==> src/rtl/dmem_pkg.sv <==
// dmem_pkg: shared encodings and helpers for the data-memory responder.
//   - FSM state encoding (IDLE / WAIT / RESP)
//   - data and address widths
//   - lane_we(): byte-lane write enables for a word or byte store
package dmem_pkg;

  localparam int DATA_W = 16;
  localparam int ADDR_W = 16;

  localparam logic [1:0] IDLE = 2'd0;
  localparam logic [1:0] WAIT = 2'd1;
  localparam logic [1:0] RESP = 2'd2;

  // Little-endian lanes: bit 0 enables [7:0], bit 1 enables [15:8].
  function automatic logic [1:0] lane_we(input logic is_byte, input logic addr0);
    if (!is_byte) begin
      return 2'b11;
    end
    return addr0 ? 2'b10 : 2'b01;
  endfunction

endpackage

==> src/rtl/dmem_array.sv <==
// dmem_array: word-organised storage, synchronous write, combinational read.
// Ports:
//   clk    in   clock
//   we     in   2-bit byte-lane write enable ([0] -> bits 7:0, [1] -> bits 15:8)
//   idx    in   word index (shared by read and write)
//   wdata  in   write data, already placed in the enabled lane(s)
//   rdata  out  word at idx
// Contents are never reset.
module dmem_array
  import dmem_pkg::*;
#(
  parameter int DEPTH_WORDS = 256,
  parameter int IDX_W       = 8
) (
  input  logic              clk,
  input  logic [1:0]        we,
  input  logic [IDX_W-1:0]  idx,
  input  logic [DATA_W-1:0] wdata,
  output logic [DATA_W-1:0] rdata
);

  logic [DATA_W-1:0] mem_q [DEPTH_WORDS];

  always_ff @(posedge clk) begin
    if (we[0]) mem_q[idx][7:0]  <= wdata[7:0];
    if (we[1]) mem_q[idx][15:8] <= wdata[15:8];
  end

  assign rdata = mem_q[idx];

endmodule

==> src/rtl/dmem_responder.sv <==
// dmem_responder: memory-side responder for the CPU data-memory port.
// Accepts one load/store at a time over a valid/ready request channel,
// inserts WAIT_CYCLES wait states, commits the access atomically and holds
// the response on a valid/ready response channel until it is taken.
// Ports:
//   CLK, RESET (async, active-low)
//   req_valid/req_ready, req_we (1=store), req_byte (1=byte), req_addr (byte
//   address), req_wdata (byte stores use [7:0])
//   rsp_valid/rsp_ready, rsp_rdata (0 for stores/errors), rsp_err
//   err_count (only when DMEM_ERRCNT_EN is defined): saturating count of
//   error responses handed over.
// Optional feature macro: DMEM_ERRCNT_EN.
module dmem_responder
  import dmem_pkg::*;
#(
  parameter int DEPTH_WORDS = 256,
  parameter int WAIT_CYCLES = 2
) (
  input  logic              CLK,
  input  logic              RESET,
  input  logic              req_valid,
  output logic              req_ready,
  input  logic              req_we,
  input  logic              req_byte,
  input  logic [ADDR_W-1:0] req_addr,
  input  logic [DATA_W-1:0] req_wdata,
  output logic              rsp_valid,
  input  logic              rsp_ready,
  output logic [DATA_W-1:0] rsp_rdata,
`ifdef DMEM_ERRCNT_EN
  output logic              rsp_err,
  output logic [15:0]       err_count
`else
  output logic              rsp_err
`endif
);

  localparam int          IDX_W   = (DEPTH_WORDS > 1) ? $clog2(DEPTH_WORDS) : 1;
  localparam logic [15:0] DEPTH_L = 16'(DEPTH_WORDS);
  localparam logic [3:0]  WAIT_L  = 4'(WAIT_CYCLES);

  logic [1:0]        state_q, state_d;
  logic [3:0]        cnt_q, cnt_d;
  logic              we_q, we_d, byte_q, byte_d;
  logic [ADDR_W-1:0] addr_q, addr_d;
  logic [DATA_W-1:0] wdata_q, wdata_d;
  logic              rsp_valid_q, rsp_valid_d;
  logic [DATA_W-1:0] rsp_rdata_q, rsp_rdata_d;
  logic              rsp_err_q, rsp_err_d;

  logic              accept, commit;
  logic              cur_we, cur_byte;
  logic [ADDR_W-1:0] cur_addr;
  logic [DATA_W-1:0] cur_wdata;
  logic [14:0]       acc_idx;
  logic              acc_err;
  logic [1:0]        arr_we;
  logic [DATA_W-1:0] arr_wdata, arr_rdata, load_data;

  // RESET gates req_ready directly so it reads 0 for the whole reset window.
  assign req_ready = RESET && (state_q == IDLE);
  assign accept    = req_valid && req_ready;

  // With zero wait states the access commits on the accept edge, so the
  // live request fields are used while IDLE; otherwise the latched copy.
  always_comb begin
    if (state_q == IDLE) begin
      cur_we    = req_we;
      cur_byte  = req_byte;
      cur_addr  = req_addr;
      cur_wdata = req_wdata;
    end else begin
      cur_we    = we_q;
      cur_byte  = byte_q;
      cur_addr  = addr_q;
      cur_wdata = wdata_q;
    end
  end

  assign acc_idx   = cur_addr[15:1];
  assign acc_err   = (!cur_byte && cur_addr[0]) || ({1'b0, acc_idx} >= DEPTH_L);
  assign arr_we    = (commit && cur_we && !acc_err) ? lane_we(cur_byte, cur_addr[0]) : 2'b00;
  // A byte store may land in either lane, so replicate the low byte.
  assign arr_wdata = cur_byte ? {cur_wdata[7:0], cur_wdata[7:0]} : cur_wdata;
  assign load_data = cur_byte ? {8'h00, (cur_addr[0] ? arr_rdata[15:8] : arr_rdata[7:0])}
                              : arr_rdata;

  dmem_array #(
    .DEPTH_WORDS (DEPTH_WORDS),
    .IDX_W       (IDX_W)
  ) u_array (
    .clk   (CLK),
    .we    (arr_we),
    .idx   (acc_idx[IDX_W-1:0]),
    .wdata (arr_wdata),
    .rdata (arr_rdata)
  );

  always_comb begin
    state_d     = state_q;
    cnt_d       = cnt_q;
    we_d        = we_q;
    byte_d      = byte_q;
    addr_d      = addr_q;
    wdata_d     = wdata_q;
    rsp_valid_d = rsp_valid_q;
    rsp_rdata_d = rsp_rdata_q;
    rsp_err_d   = rsp_err_q;
    commit      = 1'b0;

    case (state_q)
      IDLE: begin
        if (accept) begin
          we_d    = req_we;
          byte_d  = req_byte;
          addr_d  = req_addr;
          wdata_d = req_wdata;
          cnt_d   = WAIT_L;
          if (WAIT_CYCLES == 0) begin
            commit  = 1'b1;
            state_d = RESP;
          end else begin
            state_d = WAIT;
          end
        end
      end
      WAIT: begin
        if (cnt_q == 4'd1) begin
          commit  = 1'b1;
          cnt_d   = 4'd0;
          state_d = RESP;
        end else begin
          cnt_d = cnt_q - 4'd1;
        end
      end
      RESP: begin
        if (rsp_ready) begin
          rsp_valid_d = 1'b0;
          state_d     = IDLE;
        end
      end
      default: state_d = IDLE;
    endcase

    if (commit) begin
      rsp_valid_d = 1'b1;
      rsp_err_d   = acc_err;
      rsp_rdata_d = (acc_err || cur_we) ? '0 : load_data;
    end
  end

  always_ff @(posedge CLK or negedge RESET) begin
    if (!RESET) begin
      state_q     <= IDLE;
      cnt_q       <= 4'd0;
      rsp_valid_q <= 1'b0;
      rsp_rdata_q <= '0;
      rsp_err_q   <= 1'b0;
    end else begin
      state_q     <= state_d;
      cnt_q       <= cnt_d;
      rsp_valid_q <= rsp_valid_d;
      rsp_rdata_q <= rsp_rdata_d;
      rsp_err_q   <= rsp_err_d;
    end
  end

  // Latched request fields carry no reset; they are only read after an accept.
  always_ff @(posedge CLK) begin
    we_q    <= we_d;
    byte_q  <= byte_d;
    addr_q  <= addr_d;
    wdata_q <= wdata_d;
  end

  assign rsp_valid = rsp_valid_q;
  assign rsp_rdata = rsp_rdata_q;
  assign rsp_err   = rsp_err_q;

`ifdef DMEM_ERRCNT_EN
  logic [15:0] err_count_q, err_count_d;

  always_comb begin
    err_count_d = err_count_q;
    if (rsp_valid_q && rsp_ready && rsp_err_q && (err_count_q != 16'hFFFF)) begin
      err_count_d = err_count_q + 16'd1;
    end
  end

  always_ff @(posedge CLK or negedge RESET) begin
    if (!RESET) err_count_q <= 16'd0;
    else        err_count_q <= err_count_d;
  end

  assign err_count = err_count_q;
`endif

endmodule

==> config.mk <==
export PLATFORM = sky130hd
export DESIGN_NAME = dmem_responder
export DESIGN_NICKNAME = d
export VERILOG_FILES = /design/src/rtl/dmem_pkg.sv /design/src/rtl/dmem_array.sv /design/src/rtl/dmem_responder.sv
export SDC_FILE = /design/constraint.sdc
export NUM_CORES = 2
export LEC_CHECK = 0
export BUFFER_PORTS_ARGS = -buffer_cell sky130_fd_sc_hd__clkbuf_2
export CAP_MARGIN = 20
export CELL_PAD_IN_SITES_DETAIL_PLACEMENT = 0
export CELL_PAD_IN_SITES_GLOBAL_PLACEMENT = 1
export CORE_MARGIN = 1.5
export CORE_UTILIZATION = 48
export CTS_CLUSTER_DIAMETER = 120
export DETAILED_ROUTE_END_ITERATION = 12
export PLACE_DENSITY_LB_ADDON = 0.3
export SLEW_MARGIN = 10
export SYNTH_ARGS = -nofsm -noshare
export SYNTH_HDL_FRONTEND = slang
export SYNTH_SLANG_ARGS = --single-unit
==> constraint.sdc <==
create_clock -name CLK -period 17.2 [get_ports CLK]
set_input_delay 2.58 -clock CLK [delete_from_list [all_inputs] [get_ports CLK]]
set_output_delay 2.58 -clock CLK [all_outputs]
set_load 0.03 [all_outputs]
# Word level (Yosys, flattened, before mapping)

Memories as Yosys holds them, arrays and structs flattened.
Cells that the tools add are included.

Flip-flop bits (word level): 58
RAM bits: 4096
Output and inout port bits: 19
Memories kept: 1

Add/subtract/negate cells: 1
$lt $le $gt $ge: 1
Equal/unequal tests: 6
Multiplexer cells: 27
Reductions and logical operators: 17

Memory list:

| name          | depth | width | rd ports | clocked after memory_dff | write ports | RTL line         | RTL |
|---|---|---|---|---|---|---|---|
| u_array.mem_q | 256   | 16    | 1        | 0                        | 1           | dmem_array.sv:22 | `logic [DATA_W-1:0] mem_q [DEPTH_WORDS];` |

Operator list:

| operator            | number |
|---|---|
| $mux 16             | 5 |
| $ge 15x9->1 const B | 1 |
| $mux 2              | 6 |
| $mux 1              | 11 |
| $mux 4              | 2 |
| $mux 8              | 1 |
| $pmux 4 s2          | 1 |
| $ne 2x2->1 const B  | 3 |
| $pmux 2 s3          | 1 |
| $reduce_and 2->1    | 3 |
| $reduce_bool 2->1   | 3 |
| $logic_and 1x1->1   | 5 |
| $eq 4x1->1 const B  | 1 |
| $sub 4x1->4 const B | 1 |
| $reduce_and 3->1    | 1 |
| $eq 2x1->1 const B  | 1 |
| $eq 2x2->1 const B  | 1 |
| $logic_not 1->1     | 2 |
| $logic_not 2->1     | 1 |
| $logic_or 1x1->1    | 2 |

# Longest topological paths before layout

Word-level depth: 10
Gate-level depth with buffers: 14
Gate-level depth less buffers: 10

# By module

Synthesis repeated with hierarchy kept, for this count alone.

Cells, all modules: 7237
Area total of the unflattened synthesis: 158788.5 sq um

By module, submodules not included:

| module         | times used | cells each | area each (sq um) | seq. area each (sq um) |
|---|---|---|---|---|
| dmem_array     | 1          | 7018       | 156092.2          | 122998.0 |
| dmem_responder | 1          | 219        | 2696.3            | 1621.6 |

# Least setup slack after synthesis

OpenSTA, ideal clock, no wires.

Kind: input to register
Start point: in req_wdata[6]
End point: mem u_array.mem_q[0][14], data pin
Library setup time: 1731 ps
Arrival: 13056 ps
Path slack: 2413 ps
Cell stages on the path: 4
Buffers on the path: 0
Cell sequence: nand2_1 nand2_1 nor2_1 a31oi_1

Longest elaborated chain between the ends: 2

RTL lines:

| item                    | RTL line             | RTL |
|---|---|---|
| start: declaration      | dmem_responder.sv:26 | `input logic [DATA_W-1:0] req_wdata,` |
| $mux 16                 | dmem_responder.sv:67 | `if (state_q == IDLE) begin` |
| $mux 16                 | dmem_responder.sv:84 | `assign arr_wdata = cur_byte ? {cur_wdata[7:0], cur_wdata[7:0]} : cur_wdata;` |
| named net arr_wdata[14] | dmem_responder.sv:58 | `logic [DATA_W-1:0] arr_wdata, arr_rdata, load_data;` |
| end: declaration        | dmem_array.sv:22     |  |

The timed path passes the listed nets, and every way through them passes these cells.

# Worst setup path in the final report

Start point: in req_addr[1]
End point: reg rsp_rdata_q[1], in the netlist rsp_rdata[1]

Longest elaborated chain between the ends: 5
Elaborated cells between the ends (all ways): 8

RTL lines:

| item                                          | RTL line                                    | RTL |
|---|---|---|
| start: declaration                            | dmem_responder.sv:25                        | `input logic [ADDR_W-1:0] req_addr,` |
| $mux 16 *                                     | dmem_responder.sv:67                        |  |
| $mem_v2 256x16 or $ge 15x9->1 (tied branches) | n/a                                         |  |
| $mux 8 or $logic_or 1x1->1 (tied branches)    | dmem_responder.sv:85, dmem_responder.sv:81  |  |
| $mux 16 or $logic_or 1x1->1 (tied branches)   | dmem_responder.sv:85, dmem_responder.sv:148 |  |
| $mux 16 *                                     | dmem_responder.sv:148                       | `rsp_rdata_d = (acc_err \|\| cur_we) ? '0 : load_data;` |
| end signal: assignment                        | dmem_responder.sv:163                       | `rsp_rdata_q <= rsp_rdata_d;` |
| end: declaration                              | dmem_responder.sv:48                        | `logic [DATA_W-1:0] rsp_rdata_q, rsp_rdata_d;` |

Every way passes the cells marked *; elsewhere a longest branch is shown, timed or not.
A chain may end at the register's enable or synchronous reset.

==> flow_summary.toml <==
[outcome]
outcome = "finished, final reports clean"

[detailed_routing]
dr.pass1.iters = 6
drtIter0Drc = 12250
detail_route.wl_per_cell_microns = 31.91
remaining_drc_errors = 0
routed_wl_microns = 430000
dr_total_vias = 89190
post_drt_via_cell_ratio = 6.618
route.antenna.remaining_nets = 0

[global_routing]
grt_pass1_wl_microns = 614000
grt_use_total_pct = 26.02
grt_start_max_net_pins = 191
grt_overflow_total = 0
first_global_vias = 85430
grt_antenna_before_repair = 22

[die]
die_area_sq_um = 320300
floorplan.initialDensity_pct = 48.26
coreArea_sq_um = 315200
die_h_microns = 566.0
row_count = 206
pin_count = 57
die_x_microns = 566.0

[logic_synthesis]
netlist.top_cell.by_area = "edfxtp_1"
synth_compound_area_share_pct = 13.83
edff_count_synth = 4130
synth.lib_cells_used.distinct = 49
synth_mux_area_share_pct = 0.02714
yosys_register_bits = 4154
synth_top_family_by_area = "compound AO/OA/AOI/OAI gates"
syn-cell-area_sq_um = 152100
synthCells = 9040
synth_top_area_share_pct = 81.53
post_synth_xor_area_fraction_pct = 0.005757
async_reset_ff_share_pct = 0.5778
post_synth_and_or_nand_nor_area_fraction_pct = 1.954
synth.area.top_cells = "edfxtp_1 (82%), o22ai_1 (8.4%), o21ai_0 (3.4%)"
synthesis.nets = 9080
synth.yosys.seq_area_share_pct = 81.92
yosys_warnings = 0
synth_adder_area_share_pct = 0.01645
postSynthAreaPerCell_sq_um = 16.83
synth_top_flop_cell = "edfxtp_1"

[sta]
fin_worst_skew_ns = 0.04616
transition_time_at_the_pin_with_the_least_slew_margin_ns = 1.258
hold_viol_final = 0
finalSetupViolations = 0
maxClockFrequency_ghz = 0.1287
layout_worst_path_cycle_share_pct = 45.19
slew_headroom_pct = 15.84
layout_min_cycle_time_ns = 7.773
final_max_slew_viol_count = 0
rsz0062_at_grt = "false"
finalSetupTns_ns = 0

[worst_hold_path]
worst_hold_startpoint = "cnt_q[3]"
min-delay-path-class = "reg -> reg"
worst_hold_path.endpoint = "cnt_q[3]"
holdPathStages = 1

[clock_network]
post-cts-setup-buffers = 0
clock_tree_root_buffer_cell = "clkbuf_16"
hold_buffers = 0
tritoncts = "done"
cts_made_buffers = 409
clock_sink_count = 4154
cts_resized = 0
clk_pin_slew_ns = 0.06
clock_insertion_delay_worst_skew_ns = 0.95
cts_htree_levels = 5
cts.path.max_buffers = 4

[cells_and_area]
multi_input_area_sq_um = 24770
fillCellCount = 24450
fraction_of_the_core_area_covered_by_cells_at_the_end_of_the_flow_pct = 53.91
finish.instance_area_sq_um = 170000
commonest_non_fill_non_tap_cells_in_the_layout = "edfxtp_1 (4130), o22ai_1 (2052), o21ai_0 (1023)"
area_growth_syn_to_layout_pct = 11.72
layout_commonest_cell = "edfxtp_1"
layout_cell_share_with_drive_strength_beyond_1_pct = 9.668
ff_latch_area_sq_um = 124600
layout.nets = 9021
post_layout_nonfiller_instances = 13480

[run]
max_cap_violations = 0

[placed_design]
detailed_place.area_sq_um = 156500
number_of_buffers_added_on_ports = 56
placedCellCount = 12730
dp_hpwl_microns = 236600
routabilityCongestion = 0.8546

[power_and_ir_drop]
p_seq_share_pct = 45.7
internal_mw = 19.44
total_power_mw = 28.65
static-leakage-power_nw = 50.06
power_frac_comb_pct = 23.0
switching_power_mw = 9.210
irDropWorstVdd_mv = 0.2255
cellPowerDensity_nw_per_um2 = 168.6
netSwitchingFraction_pct = 32.15
power.clock.fraction_pct = 31.3

[critical_path]
rr_startpoint = "state_q[1]"
arrival_time_reported_for_the_critical_path_endpoint_ns = 8.63
r2r_cells = 14
setup.worst_path.end_class = "flip-flop"
worst-setup-path-type = "in -> reg"
regToRegSetupSlack_ns = 10.03
cp_max_fo = 154
crit_path_start_kind = "input port"
reg2reg_to = "rsp_rdata[1]"
worstPathRequired_ns = 18.05
-- power groups by stage --
stage,registers (mW),logic [mW],clock network (mW)
floorplan,14.1,3.46,0
global route,13.1,6.92,9.41
detailed placement,13.3,6.51,0
finish,13.1,6.59,8.97
CTS,13.1,6.52,9.04
global placement,13.3,6.33,0
-- metal layers --
metal  wire length, microns  global-route usage, %  up-vias
li1                       -                      -    37460
met1                 173700                  37.72    46050
met2                 198700                  39.92     5000
met3                  43990                  5.338      665
met4                  13480                  7.801       10
met5                     64                      0        -
-- Yosys cell counts, drive strengths merged, types with 2 or more instances --
| cell type | instances |
|---|---|
| a21o | 4 |
| a21oi | 4 |
| a222oi | 2 |
| a31o | 3 |
| a31oi | 13 |
| a41oi | 249 |
| buf | 465 |
| clkbuf | 225 |
| dfrtp | 24 |
| edfxtp | 4130 |
| ha | 2 |
| inv | 21 |
| mux2i | 3 |
| nand2 | 101 |
| nand2b | 10 |
| nand3 | 28 |
| nand3b | 9 |
| nand4 | 21 |
| nor2 | 529 |
| nor3 | 5 |
| nor3b | 2 |
| nor4 | 12 |
| nor4b | 2 |
| o211ai | 2 |
| o21a | 2 |
| o21ai | 1047 |
| o22a | 2 |
| o22ai | 2052 |
| o31a | 2 |
| o31ai | 3 |
| o41ai | 51 |
| or2 | 4 |
| or3 | 3 |
-- final cells by class --
class,instances,share of cell area (%)
clock buffers,496,6.281
multi-input cells,4175,14.57
flip-flops and latches,4154,73.33
diodes,7,0.01031
inverters,21,0.04638
clock inverters,243,1.609
well taps,4160,3.063
repair buffers,220,1.090
-- worst max path at each step --
stage	depth (start not counted)	slack, ns	start	to
2_1_floorplan	4	2.41	req_wdata[6]	u_array.mem_q[0][14]
3_3_place_gp	14	7.64	req_addr[1]	rsp_rdata[0]
3_5_place_dp	12	8.72	req_addr[1]	rsp_rdata[9]
4_1_cts	12	9.71	req_addr[1]	rsp_rdata[9]
5_1_grt	14	9.27	req_addr[1]	rsp_rdata[1]
6_report	14	9.43	req_addr[1]	rsp_rdata[1]
-- worst max-delay path: stages --
cell and delay (ns):
clkbuf_2 0.24, nor4b_1 0.26, a31oi_4 0.24, buf_12 0.44
buf_4 0.75, buf_4 0.49, buf_4 0.68, o22ai_1 0.14
o21ai_0 0.45, a41oi_1 0.34, o21ai_0 0.96, and4_1 0.35
a32oi_1 0.10, o21ai_1 0.11
-- sequential cells by signal, summed over array words and instances, names as in the netlist --
| signal | cells |
|---|---|
| rsp_rdata | 16 |
| byte_q | 1 |
| we_q | 1 |
| addr_q | 16 |
| rsp_valid | 1 |
| u_array.mem_q | 4096 |
| state_q | 2 |
| wdata_q | 16 |
| cnt_q | 4 |
| rsp_err | 1 |
-- through the flow --
step | hold WS [ns] | setup WS, ns
floorplan | 0.4512 | 2.413
global placement | 0.4735 | 7.637
detailed placement | 0.4853 | 8.718
CTS | 0.4935 | 9.715
global route | 0.5147 | 9.267
finish | 0.4953 | 9.427
-- cell families after synthesis --
logic type                 after synthesis
AOI/OAI and AO/OA                     3438
xor gates and xnor gates                 1
adders and majority gates                2
buffers and inverters                  711
DFF                                   4154
muxes                                    4
and+or+nand+nor                        730
Power figures use the tool's default switching activity.
